--- src/rtl/lemon_ifu_if.sv ---
// Instruction-memory bus between the LemonPC fetch unit (master) and memory (slave).
// Valid/ready request channel plus a valid-only response channel.
interface lemon_ifu_if;
  logic        imem_req_valid;
  logic        imem_req_ready;
  logic [63:0] imem_req_addr;
  logic        imem_resp_valid;
  logic [31:0] imem_resp_data;
  logic        imem_resp_err;

  modport master (
    output imem_req_valid, imem_req_addr,
    input  imem_req_ready, imem_resp_valid, imem_resp_data, imem_resp_err
  );

  modport slave (
    input  imem_req_valid, imem_req_addr,
    output imem_req_ready, imem_resp_valid, imem_resp_data, imem_resp_err
  );
endinterface

--- src/rtl/lemon_ifu.sv ---
// LemonPC instruction fetch unit: owns the PC, fetches one instruction at a time,
// holds it until execute commits, and stops on ebreak or a fetch fault.
module lemon_ifu #(
  parameter logic [63:0] RESET_PC = 64'h0000_0000_8000_0000,
  parameter int unsigned TIMEOUT  = 16
) (
  input  logic        clk,
  input  logic        rst_n,
  lemon_ifu_if.master imem,
  output logic        inst_valid,
  output logic [31:0] inst,
  output logic [63:0] pc,
  input  logic        inst_ready,
  input  logic [63:0] next_pc,
  input  logic        halt_req,
  output logic        halted,
  output logic        fault,
  output logic [1:0]  fault_cause,
  output logic [63:0] fault_pc,
  output logic [63:0] retire_cnt
);

  localparam int unsigned CNT_W = (TIMEOUT < 2) ? 1 : $clog2(TIMEOUT + 1);

  localparam logic [1:0] CAUSE_BUS     = 2'b01;
  localparam logic [1:0] CAUSE_ALIGN   = 2'b10;
  localparam logic [1:0] CAUSE_TIMEOUT = 2'b11;

  typedef enum logic [2:0] {
    REQ   = 3'd0,
    WAIT  = 3'd1,
    HOLD  = 3'd2,
    HALT  = 3'd3,
    FAULT = 3'd4
  } state_t;

  state_t            state_reg;
  logic [63:0]       pc_reg;
  logic [31:0]       inst_reg;
  logic [1:0]        fault_cause_reg;
  logic [63:0]       fault_pc_reg;
  logic [63:0]       retire_cnt_reg;
  logic [CNT_W-1:0]  wait_cnt_reg;
  logic              timeout_hit;

  // Fires on the edge where the count of elapsed WAIT cycles would reach TIMEOUT.
  assign timeout_hit = (TIMEOUT != 0) && ((32'(wait_cnt_reg) + 32'd1) == TIMEOUT);

  always_ff @(posedge clk or negedge rst_n) begin
    if (!rst_n) begin
      state_reg       <= REQ;
      pc_reg          <= RESET_PC;
      inst_reg        <= '0;
      fault_cause_reg <= '0;
      fault_pc_reg    <= '0;
      retire_cnt_reg  <= '0;
      wait_cnt_reg    <= '0;
    end else begin
      case (state_reg)
        REQ: begin
          if (imem.imem_req_ready) begin
            state_reg <= WAIT;
          end
        end

        WAIT: begin
          // A response in the same cycle as the timeout still wins.
          if (imem.imem_resp_valid) begin
            wait_cnt_reg <= '0;
            if (imem.imem_resp_err) begin
              fault_cause_reg <= CAUSE_BUS;
              fault_pc_reg    <= pc_reg;
              state_reg       <= FAULT;
            end else begin
              inst_reg  <= imem.imem_resp_data;
              state_reg <= HOLD;
            end
          end else if (timeout_hit) begin
            wait_cnt_reg    <= '0;
            fault_cause_reg <= CAUSE_TIMEOUT;
            fault_pc_reg    <= pc_reg;
            state_reg       <= FAULT;
          end else begin
            wait_cnt_reg <= wait_cnt_reg + CNT_W'(1);
          end
        end

        HOLD: begin
          if (inst_ready) begin
            // The committing instruction retires even when its jump target faults.
            retire_cnt_reg <= retire_cnt_reg + 64'd1;
            if (halt_req) begin
              state_reg <= HALT;
            end else if (next_pc[1:0] != 2'b00) begin
              fault_cause_reg <= CAUSE_ALIGN;
              fault_pc_reg    <= next_pc;
              state_reg       <= FAULT;
            end else begin
              pc_reg    <= next_pc;
              state_reg <= REQ;
            end
          end
        end

        default: begin
          state_reg <= state_reg;
        end
      endcase
    end
  end

  assign imem.imem_req_valid = (state_reg == REQ);
  assign imem.imem_req_addr  = pc_reg;

  assign inst_valid  = (state_reg == HOLD);
  assign inst        = inst_reg;
  assign pc          = pc_reg;
  assign halted      = (state_reg == HALT);
  assign fault       = (state_reg == FAULT);
  assign fault_cause = fault_cause_reg;
  assign fault_pc    = fault_pc_reg;
  assign retire_cnt  = retire_cnt_reg;

endmodule

--- src/flat_wrapper.sv ---
// flat-port wrapper written by rule: the top's interface ports become plain ports
module lemon_ifu_flat 
#(
  parameter logic [63:0] RESET_PC = 64'h0000_0000_8000_0000,
  parameter int unsigned TIMEOUT  = 16
)
  (clk, rst_n, inst_valid, inst, pc, inst_ready, next_pc, halt_req, halted, fault, fault_cause, fault_pc, retire_cnt, imem_imem_req_valid, imem_imem_req_addr, imem_imem_req_ready, imem_imem_resp_valid, imem_imem_resp_data, imem_imem_resp_err);
  lemon_ifu_if imem_i ();
  input  logic clk;
  input  logic rst_n;
  output logic inst_valid;
  output logic [31:0] inst;
  output logic [63:0] pc;
  input  logic inst_ready;
  input  logic [63:0] next_pc;
  input  logic halt_req;
  output logic halted;
  output logic fault;
  output logic [1:0] fault_cause;
  output logic [63:0] fault_pc;
  output logic [63:0] retire_cnt;
  output wire logic [$bits(imem_i.imem_req_valid)-1:0] imem_imem_req_valid;
  output wire logic [$bits(imem_i.imem_req_addr)-1:0] imem_imem_req_addr;
  input wire logic [$bits(imem_i.imem_req_ready)-1:0] imem_imem_req_ready;
  input wire logic [$bits(imem_i.imem_resp_valid)-1:0] imem_imem_resp_valid;
  input wire logic [$bits(imem_i.imem_resp_data)-1:0] imem_imem_resp_data;
  input wire logic [$bits(imem_i.imem_resp_err)-1:0] imem_imem_resp_err;
  assign imem_imem_req_valid = imem_i.imem_req_valid;
  assign imem_imem_req_addr = imem_i.imem_req_addr;
  assign imem_i.imem_req_ready = imem_imem_req_ready;
  assign imem_i.imem_resp_valid = imem_imem_resp_valid;
  assign imem_i.imem_resp_data = imem_imem_resp_data;
  assign imem_i.imem_resp_err = imem_imem_resp_err;
  lemon_ifu #(.RESET_PC(RESET_PC), .TIMEOUT(TIMEOUT)) u_core (.clk(clk), .rst_n(rst_n), .imem(imem_i), .inst_valid(inst_valid), .inst(inst), .pc(pc), .inst_ready(inst_ready), .next_pc(next_pc), .halt_req(halt_req), .halted(halted), .fault(fault), .fault_cause(fault_cause), .fault_pc(fault_pc), .retire_cnt(retire_cnt));
endmodule
--- config.mk ---
export PLATFORM = sky130hd
export DESIGN_NAME = lemon_ifu_flat
export DESIGN_NICKNAME = d
export VERILOG_FILES = /design/src/rtl/lemon_ifu_if.sv /design/src/rtl/lemon_ifu.sv /design/src/flat_wrapper.sv
export SDC_FILE = /design/constraint.sdc
export NUM_CORES = 1
export LEC_CHECK = 0
export CORE_MARGIN = 10
export CORE_UTILIZATION = 46
export CTS_BUF_LIST = sky130_fd_sc_hd__clkbuf_4
export CTS_CLUSTER_SIZE = 40
export DETAILED_ROUTE_END_ITERATION = 10
export GPL_TIMING_DRIVEN = 0
export HOLD_SLACK_MARGIN = 0.03
export PLACE_DENSITY = 0.81
export SYNTH_ARGS = -nofsm -noshare
export SYNTH_HDL_FRONTEND = slang
export SYNTH_SLANG_ARGS = --single-unit
--- constraint.sdc ---
create_clock -name clk -period 2.5 [get_ports clk]
set_input_delay 0.375 -clock clk [delete_from_list [all_inputs] [get_ports clk]]
set_output_delay 0.375 -clock clk [all_outputs]
set_load 0.05 [all_outputs]
## Yosys cells after proc, flatten, opt, wreduce, memory -nomap -nowiden

Index checks and enable logic that the tools add are counted.

| word-level totals | value |
|---|---|
| bits in writable memories | 0 |
| output and inout port bits | 294 |
| word-level logic and storage cells | 57 |
| bits in latches | 0 |
| memories | 0 |
| ROM bits | 0 |
| bits of input ports | 103 |
| flip-flop bits (word level) | 234 |

| cells by class | value |
|---|---|
| eq/ne operators | 11 |
| reduce and logical (&&, ||, !) cells | 9 |
| $lt $le $gt $ge | 0 |
| divide/modulo/power cells | 0 |
| shift-type cells | 0 |
| add/sub/neg operators | 3 |
| bitwise gates (word level) | 3 |
| multiply operators | 0 |
| mux-type cells | 24 |

Operator list:

| operator | number |
|---|---|
| $mux W64 | 6 |
| $pmux W64 S2 | 1 |
| $add A64 B1 Y64 const B | 1 |
| $eq A32 B5 Y1 const B | 1 |
| $mux W3 | 7 |
| $mux W2 | 6 |
| $mux W5 | 2 |
| $pmux W3 S3 | 1 |
| $reduce_and A4 Y1 | 2 |
| $add A5 B1 Y6 const B | 1 |
| $eq A3 B2 Y1 const B | 2 |
| $ne A2 B1 Y1 const B | 3 |
| $reduce_and A6 Y1 | 1 |
| $add A5 B1 Y5 const B | 1 |
| $pmux W2 S2 | 1 |
| $reduce_bool A2 Y1 | 2 |
| $eq A3 B1 Y1 const B | 1 |
| $eq A3 B3 Y1 const B | 1 |
| $logic_not A3 Y1 | 1 |
| $ne A3 B2 Y1 const B | 1 |
| $ne A3 B3 Y1 const B | 1 |
| $not A1 Y1 | 3 |
| $reduce_and A3 Y1 | 1 |
| $reduce_bool A3 Y1 | 1 |
| other kinds (2) | 2 |

## Depth between registers and ports, before layout

Gate-level depths: netlist of the first run.

| logic depth | value |
|---|---|
| word-level depth | 5 |
| depth in mapped cells | 8 |

## Worst setup path before layout of the first run

No wires, ideal clock.

| timing path | value |
|---|---|
| path type | reg2reg |
| from | reg u_core.state_reg[2] |
| to | reg u_core.fault_pc_reg[56] (netlist: u_core.fault_pc[56]) |
| slack | 22 ps |
| clock period less this slack | 2,478 ps |
| path buffers | 3 |
| data required time | 2,375 ps |
| arrival time | 2,353 ps |
| stages on the path, launching flop included | 7 |
| cells stage by stage | dfrtp_1 > buf_2 > nor3b_1 > buf_2 > buf_1 > mux2_2 > mux2_4 |

| on the way | value |
|---|---|
| cells in the longest elaborated chain, start to end | 3 |

RTL lines:

| what | line | source |
|---|---|---|
| start, declared | lemon_ifu.sv:37 | `state_t state_reg;` |
| start signal, assigned | lemon_ifu.sv:106 | `state_reg <= state_reg;` |
| $eq A3 B2 Y1 * | - |  |
| named net inst_valid | flat_wrapper.sv:11 | `output logic inst_valid;` |
| $ne A2 B1 Y1 (no source line), or another cell as far along | - |  |
| $reduce_and A6 Y1 (no source line) | - |  |
| end signal, assigned | lemon_ifu.sv:72 | `fault_pc_reg <= pc_reg;` |
| end signal, assigned | lemon_ifu.sv:81 | `fault_pc_reg <= pc_reg;` |
| end signal, assigned | lemon_ifu.sv:96 | `fault_pc_reg <= next_pc;` |
| end, declared | lemon_ifu.sv:41 | `logic [63:0] fault_pc_reg;` |

The timed path passes the listed nets; every way through them passes the cells marked *.
A chain may end at the register's enable or synchronous reset.

## Final worst setup path of the first run

| timing path | value |
|---|---|
| from | reg u_core.pc_reg[31] (netlist: u_core.imem.imem_req_addr[31]) |
| to | out imem_imem_req_addr[31] |

RTL lines:

| what | line | source |
|---|---|---|
| start, declared | lemon_ifu.sv:38 | `logic [63:0] pc_reg;` |
| start signal, assigned | lemon_ifu.sv:99 | `pc_reg <= next_pc;` |
| end, declared | flat_wrapper.sv:23 | `output wire logic [$bits(imem_i.imem_req_addr)-1:0] imem_imem_req_addr;` |

No word-level cell between the ends.

==> Flow_metrics.wiki, run 1 <==
{| class="wikitable"
! Metric !! Value
|-
| Run status || complete, no violations
|-
| Critical Path Source Type || flop
|-
| Layout Skew || 0.0310 ns
|-
| Number of nets at the end of the flow || 1385
|-
| Crit path setup slack, layout || 0.100 ns
|-
| Worst-path cell chain || clkdlybuf4s50_1
|-
| Floorplan Core Area || 22800 µm²
|-
| Overall via count from detail_route || 8132
|-
| Worst min-delay path class || primary input to asynchronous set/reset pin
|-
| Final design area excluding fillers || 16100 µm²
|-
| Max Fanout on Critical Path || 4
|-
| Clock tree from TritonCTS || built
|-
| Highest ir drop seen on vdd || 0.928 mV
|-
| Top-Level Pins || 397
|-
| GR Util All Layers || 0.218
|-
| Worst setup EP type || primary output
|-
| Drt pass-1 iters || 6
|-
| Ratio of cells with drive above 1 in the final layout || 0.329
|-
| Part of the total power dissipated in combinational logic || 0.467
|-
| F_max || 417 MHz
|-
| Pin count of the biggest net entering global routing || 96
|-
| CTS Root Buffer Type || sky130_fd_sc_hd__clkbuf_4
|-
| Buffering stage count on the worst path with inverters included || 1
|-
| # rows || 55
|-
| Post-route DRC || 0
|-
| Inserted Clock Buffers || 68
|-
| Post-synthesis net count || 915
|-
| Global placement routability congestion || 0.785
|-
| Fill cell total of the finished layout || 1667
|-
| Instance area at placement || 15200 µm²
|-
| Sequential area share after synthesis || 0.545
|-
| # port buffers || 396
|-
| Worst max-slew margin expressed relative to the limit || 0.501
|-
| Largest cells by area after synthesis || sky130_fd_sc_hd__dfrtp_1 (54%), sky130_fd_sc_hd__mux2_2 (20%), sky130_fd_sc_hd__buf_4 (4.5%)
|-
| Clk slew on worst S/H paths || 0.06 ns
|-
| Area of the mapped netlist || 10700 µm²
|-
| Cells after Synth || 810
|-
| Synthesis-to-finish area growth || 49.9%
|-
| Classification of the worst setup path || flop to primary output
|-
| Final setup violation count || 0
|-
| Area enclosed by the die boundary || 29900 µm²
|-
| Worst stage delay on the critical path || 0.82 ns
|-
| Count of endpoints failing hold in the final timing report || 0
|-
| Skew-Pair Late Insertion Delay || 0.64 ns
|-
| Crit path max-delay family || buffers and inverters
|-
| Internal power || 9620 µW
|-
| Register bit total from synthesis || 234
|-
| Endpoint required time on the critical path || 2.12 ns
|-
| Yosys warnings || 0
|-
| Total power draw || 16700 µW
|-
| Leak || 0.00767 µW
|-
| Number of placed instances, taps included || 1521
|-
| Length in cells of the worst reg-to-reg path || 6
|-
| Power share of the sequential group || 0.314
|-
| Sinks on the clock net || 234
|-
| Wire per inst || 20.2 µm
|-
| First-pass GRT wire length || 51.8 mm
|-
| Initial Util || 0.472
|-
| Levels on crit path || 1
|-
| Total half-perimeter wirelength after legalization and detailed placement || 25.4 mm
|-
| Via count of the first global-routing pass || 8785
|-
| Iter 0 DRT Violations || 387
|-
| WP data arrival || 2.02 ns
|-
| Detail-routed via count per cell || 4.95
|-
| Area of the multi-input gates || 4200 µm²
|-
| Initial antenna violation count || 6
|-
| Htree depth || 3
|-
| MaxCap Viol Count || 0
|-
| Pin slew with the least headroom to its limit || 0.741 ns
|-
| Per-instance average area after synthesis || 13.3 µm²
|-
| Post-detailed-route count of antenna-violating nets || 0
|-
| Final cell count without fillers || 1644
|-
| Worst slack at placement || -0.567 ns
|-
| Number of distinct library cells after synthesis || 41
|-
| Portion of the clock cycle consumed by the worst path in the final layout || 0.960
|-
| Final cell utilization of the core || 0.707
|-
| Area share of the largest cell type after synthesis || 0.543
|-
| Post-synthesis cell type with the largest combined area || sky130_fd_sc_hd__dfrtp_1
|-
| Clock share of power || 0.219
|-
| Critical path's slowest cell || sky130_fd_sc_hd__clkdlybuf4s50_1
|-
| Final Critical Period || 2.40 ns
|-
| Storage element area || 5860 µm²
|-
| Number of slew-limit violations in the final report || 0
|-
| Final WL || 33.2 mm
|-
| Power Dens Cells || 1030 nW/µm²
|-
| Remaining global-route overflow || 0
|-
| Switching share of total power || 0.422
|-
| Die outline height || 173 µm
|-
| Net Sw Power || 7030 µW
|-
| Horizontal die dimension || 173 µm
|-
| Bufs on Longest Clock Path || 3
|}
==> final timing paths <==
kind                                                 end                          start  slack, ns
max reg2reg                          u_core.fault_pc[47]            u_core.state_reg[2]       0.17
min                                  u_core.fault_pc[15]                          rst_n       0.29
min reg2reg                        u_core.retire_cnt[39]          u_core.retire_cnt[39]       0.49
min in group clk                         u_core.inst[13]        imem_imem_resp_data[13]       0.34
max                               imem_imem_req_addr[31]  u_core.imem.imem_req_addr[31]       0.10
max in group asynchronous  u_core.imem.imem_req_addr[47]                          rst_n       1.35
==> layer usage <==
layer	part of all wire	wire (µm)	up-vias	GRT usage
met4	0.019	632	0	0.0794
met3	0.11	3580	45	0.106
met5	0	0	-	0
li1	-	-	3760	-
met2	0.50	16700	328	0.372
met1	0.37	12200	3999	0.229
==> placed cells by master (no fill, tap or decap), types with 25 or more instances in the layout <==
master and count:
sky130_fd_sc_hd__buf_4 66, sky130_fd_sc_hd__clkbuf_4 101, sky130_fd_sc_hd__clkdlybuf4s50_1 390, sky130_fd_sc_hd__dfrtp_1 233, sky130_fd_sc_hd__mux2_2 195, sky130_fd_sc_hd__mux2_4 27, sky130_fd_sc_hd__nand2_1 32, sky130_fd_sc_hd__nand3_1 25
sky130_fd_sc_hd__xnor2_1 25, sky130_fd_sc_hd__xor2_1 38
==> final cells by class <==
cell class / count / share of cell area
clock inverters: 15 / 0.00730
clock buffers: 100 / 0.0466
multi-input cells: 466 / 0.261
well taps: 313 / 0.0243
flip-flops and latches: 234 / 0.364
plain buffers: 94 / 0.0415
repair buffers: 400 / 0.251
diodes: 6 / 0.000932
inverters: 16 / 0.00373
==> through the flow <==
stage	hold slack [ns]	TNS [ns]
global route	0.258	-0.00302
global placement	0.475	-2132.98
finish	0.292	0
floorplan	0.0794	0
CTS	0.234	0
detailed placement	0.347	-12.99
==> kinds of logic after synthesis <==
| family | share of synthesized area |
|---|---|
| mux | 0.242 |
| flops | 0.545 |
| buf+inv | 0.0656 |
| fa+ha+maj | 0.00233 |
| simple gates | 0.0840 |
| compound gates | 0.00966 |
| xor+xnor | 0.0514 |
==> cells in the mapped netlist (all sizes together) <==
| cell type | n |
|---|---|
| nand2 | 32 |
| clkbuf | 7 |
| nand3 | 25 |
| nor4 | 10 |
| and4 | 6 |
| nand3b | 1 |
| a21oi | 7 |
| inv | 16 |
| or4b | 1 |
| nand4 | 15 |
| and3 | 8 |
| buf | 87 |
| ha | 2 |
| dfrtp | 233 |
| nor3 | 24 |
| xor2 | 38 |
| a21boi | 2 |
| o311a | 1 |
| nor4b | 1 |
| nor2 | 23 |
| and3b | 2 |
| and2 | 3 |
| a21o | 1 |
| and4b | 1 |
| dfstp | 1 |
| nor3b | 3 |
| and4bb | 1 |
| or3b | 1 |
| o21ai | 5 |
| nand2b | 5 |
| mux2 | 222 |
| nand4bb | 1 |
| xnor2 | 25 |
==> power by group through the flow <==
stage | logic (µW) | registers, µW | clock network (µW)
4_1_cts | 7850 | 5230 | 3780
3_3_place_gp | 7730 | 5250 | 0
6_report | 7780 | 5230 | 3650
2_1_floorplan | 2410 | 7870 | 0
3_5_place_dp | 7810 | 5290 | 0
5_1_grt | 8100 | 5340 | 4010
==> timing repair <==
action,CTS,global route
gates resized for setup,23,11
hold buffers,1,0
setup buffers,0,1
pin swaps,0,1
cloned,0,0
endpoints found under the setup margin,50,76
hold endpoints to repair,58,0
Note: power is estimated with default switching activity, not from simulation.
==> run 2: changes to the inputs <==
--- a/config.mk
+++ b/config.mk
@@ -5,6 +5,7 @@
 export SDC_FILE = /design/constraint.sdc
 export NUM_CORES = 1
 export LEC_CHECK = 0
+export CORE_ASPECT_RATIO = 1.5
 export CORE_MARGIN = 10
 export CORE_UTILIZATION = 46
 export CTS_BUF_LIST = sky130_fd_sc_hd__clkbuf_4
==> Flow_metrics.wiki, run 2 (same netlist as run 1, synthesis figures left out) <==
{| class="wikitable"
! Metric !! Value
|-
| Bufs on Longest Clock Path || 3 (unchanged)
|-
| Skew-Pair Late Insertion Delay || 0.70 ns (was 0.64 ns)
|-
| Initial antenna violation count || 2 (was 6)
|-
| Final Critical Period || 2.39 ns (was 2.40 ns)
|-
| Pin slew with the least headroom to its limit || 0.705 ns (was 0.741 ns)
|-
| Number of nets at the end of the flow || 1378 (was 1385)
|-
| Inserted Clock Buffers || 56 (was 68)
|-
| Leading cell type in the layout, fill and taps excluded || sky130_fd_sc_hd__clkdlybuf4s50_1 (unchanged)
|-
| Wire per inst || 20.0 µm (was 20.2 µm)
|-
| Htree depth || 2 (was 3)
|-
| Instance area at placement || 15200 µm² (about the same)
|-
| Global placement routability congestion || 0.814 (was 0.785)
|-
| Hold WS || 0.268 ns (was 0.292 ns)
|-
| Worst max-slew margin expressed relative to the limit || 0.530 (was 0.501)
|-
| Buffering stage count on the worst path with inverters included || 2 (was 1)
|-
| Worst-path cell chain || buf_4 > clkdlybuf4s50_1 (was clkdlybuf4s50_1)
|-
| # port buffers || 396 (unchanged)
|-
| Critical path's slowest cell || sky130_fd_sc_hd__clkdlybuf4s50_1 (unchanged)
|-
| Total power draw || 16000 µW (was 16700 µW)
|-
| Horizontal die dimension || 145 µm (was 173 µm)
|-
| Portion of the clock cycle consumed by the worst path in the final layout || 0.957 (was 0.960)
|-
| Run status || complete, no violations (unchanged)
|-
| Synthesis-to-finish area growth || 48.4% (was 49.9%)
|-
| Final cell utilization of the core || 0.692 (was 0.707)
|-
| MaxCap Viol Count || 0 (unchanged)
|-
| Top-Level Pins || 397 (unchanged)
|-
| Clk slew on worst S/H paths || 0.07 ns (was 0.06 ns)
|-
| Top library cells by usage in the layout, fill and taps aside || sky130_fd_sc_hd__clkdlybuf4s50_1 (376), sky130_fd_sc_hd__dfrtp_1 (233), sky130_fd_sc_hd__mux2_2 (195) (was sky130_fd_sc_hd__clkdlybuf4s50_1 (390), sky130_fd_sc_hd__dfrtp_1 (233), sky130_fd_sc_hd__mux2_2 (195))
|-
| Classification of the worst setup path || flop to primary output (unchanged)
|-
| F_max || 418 MHz (was 417 MHz)
|-
| WP data arrival || 2.02 ns (about the same)
|-
| Power Dens Cells || 1010 nW/µm² (was 1030 nW/µm²)
|-
| Critical Path Source Type || flop (unchanged)
|-
| Total half-perimeter wirelength after legalization and detailed placement || 25.4 mm (about the same)
|-
| Die outline height || 207 µm (was 173 µm)
|-
| Pin count of the biggest net entering global routing || 94 (was 96)
|-
| Final setup violation count || 0 (unchanged)
|-
| Drt pass-1 iters || 4 (was 6)
|-
| Layout Skew || 0.0321 ns (was 0.0310 ns)
|-
| Detail-routed via count per cell || 4.94 (was 4.95)
|-
| Count of endpoints failing hold in the final timing report || 0 (unchanged)
|-
| Crit path max-delay family || buffers and inverters (unchanged)
|-
| Final WL || 32.4 mm (was 33.2 mm)
|-
| Final design area excluding fillers || 15900 µm² (was 16100 µm²)
|-
| Post-detailed-route count of antenna-violating nets || 0 (unchanged)
|-
| RSZ-0062 raised after global routing || true
|-
| # rows || 68 (was 55)
|-
| Post-route setup TNS || 0 ns (unchanged)
|-
| Initial Util || 0.466 (was 0.472)
|-
| Floorplan Core Area || 23100 µm² (was 22800 µm²)
|-
| Sinks on the clock net || 234 (unchanged)
|-
| Endpoint required time on the critical path || 2.12 ns (about the same)
|-
| Ratio of cells with drive above 1 in the final layout || 0.319 (was 0.329)
|-
| Worst stage delay on the critical path || 0.80 ns (was 0.82 ns)
|-
| Worst min-delay path class || primary input to asynchronous set/reset pin (unchanged)
|-
| Iter 0 DRT Violations || 184 (was 387)
|-
| Max Fanout on Critical Path || 4 (unchanged)
|-
| First-pass GRT wire length || 48.7 mm (was 51.8 mm)
|-
| Leak || 0.00776 µW (was 0.00767 µW)
|-
| Overall via count from detail_route || 8018 (was 8132)
|-
| Worst setup EP type || primary output (unchanged)
|-
| Via count of the first global-routing pass || 8426 (was 8785)
|-
| Clock tree from TritonCTS || built (unchanged)
|-
| Highest ir drop seen on vdd || 0.820 mV (was 0.928 mV)
|-
| Remaining global-route overflow || 0 (unchanged)
|-
| Post-route DRC || 0 (unchanged)
|-
| Area enclosed by the die boundary || 30000 µm² (was 29900 µm²)
|-
| Number of slew-limit violations in the final report || 0 (unchanged)
|-
| GR Util All Layers || 0.209 (was 0.218)
|-
| CTS Root Buffer Type || sky130_fd_sc_hd__clkbuf_4 (unchanged)
|}
run 2: repair_timing:
item,4_1_cts,5_1_grt
hold buffers,1,0
setup buffers,0,6
endpoints found under the hold margin,75,0
resized for setup,24,27
setup endpoints to repair,33,122
pin swaps,0,1
run 2: per-stage QoR:
stage                     cells  setup WS (ns)
final                      1623          0.106
after detailed placement   1523         -0.483
after CTS                  1615      -0.000953
after global placement     1521          -9.06
after global routing       1623        -0.0134
after floorplan             810         0.0218
run 2: path summary, 6_finish.rpt:
kind                                               startpoint                       endpoint  slack (ns)  cells after the start
min in group clk                      imem_imem_resp_data[26]                u_core.inst[26]        0.29                      2
worst max-delay path            u_core.imem.imem_req_addr[62]                         pc[62]        0.11                      2
worst max register to register            u_core.state_reg[2]            u_core.fault_pc[28]        0.12                      7
worst min register to register          u_core.retire_cnt[63]          u_core.retire_cnt[63]        0.49                      1
max in group asynchronous                               rst_n  u_core.imem.imem_req_addr[31]        1.28                      3
worst min-delay path                                    rst_n                 u_core.inst[6]        0.27                      2
run 2: layer usage:
metal / GRT usage / wire (µm) / vias up
met5: 0 / 0 / -
met4: 0.0809 / 944 / 0
met3: 0.0742 / 2960 / 57
met2: 0.382 / 17300 / 282
met1: 0.206 / 11200 / 3959
li1: - / - / 3720
run 2: report_power, final:
group	internal [µW]	switching (µW)	total, µW	leakage, µW
sequential	4610	609	5220	0.00311
combinational	2970	4800	7770	0.00425
clock	1570	1470	3040	0.000404
total	9150	6880	16000	0.00776
run 2: cell type report:
type                       instances  area (µm²)
antenna                            2        5.00
buffer                            94         669
clock buffer                      81         608
clock inverter                    10        63.8
fill                            1711        7110
inverter                          16        60.1
multi-input combinational        466        4200
sequential                       234        5860
tap                              315         394
timing repair buffer             405        4080
==> run 3: changes to the inputs <==
--- a/config.mk
+++ b/config.mk
@@ -11,6 +11,7 @@
 export CTS_BUF_LIST = sky130_fd_sc_hd__clkbuf_4
 export CTS_CLUSTER_SIZE = 40
 export DETAILED_ROUTE_END_ITERATION = 10
+export GPL_ROUTABILITY_DRIVEN = 0
 export GPL_TIMING_DRIVEN = 0
 export HOLD_SLACK_MARGIN = 0.03
 export PLACE_DENSITY = 0.81
==> results of run 3 <==
Final layout, timing and power as in run 2 (identical DEF).
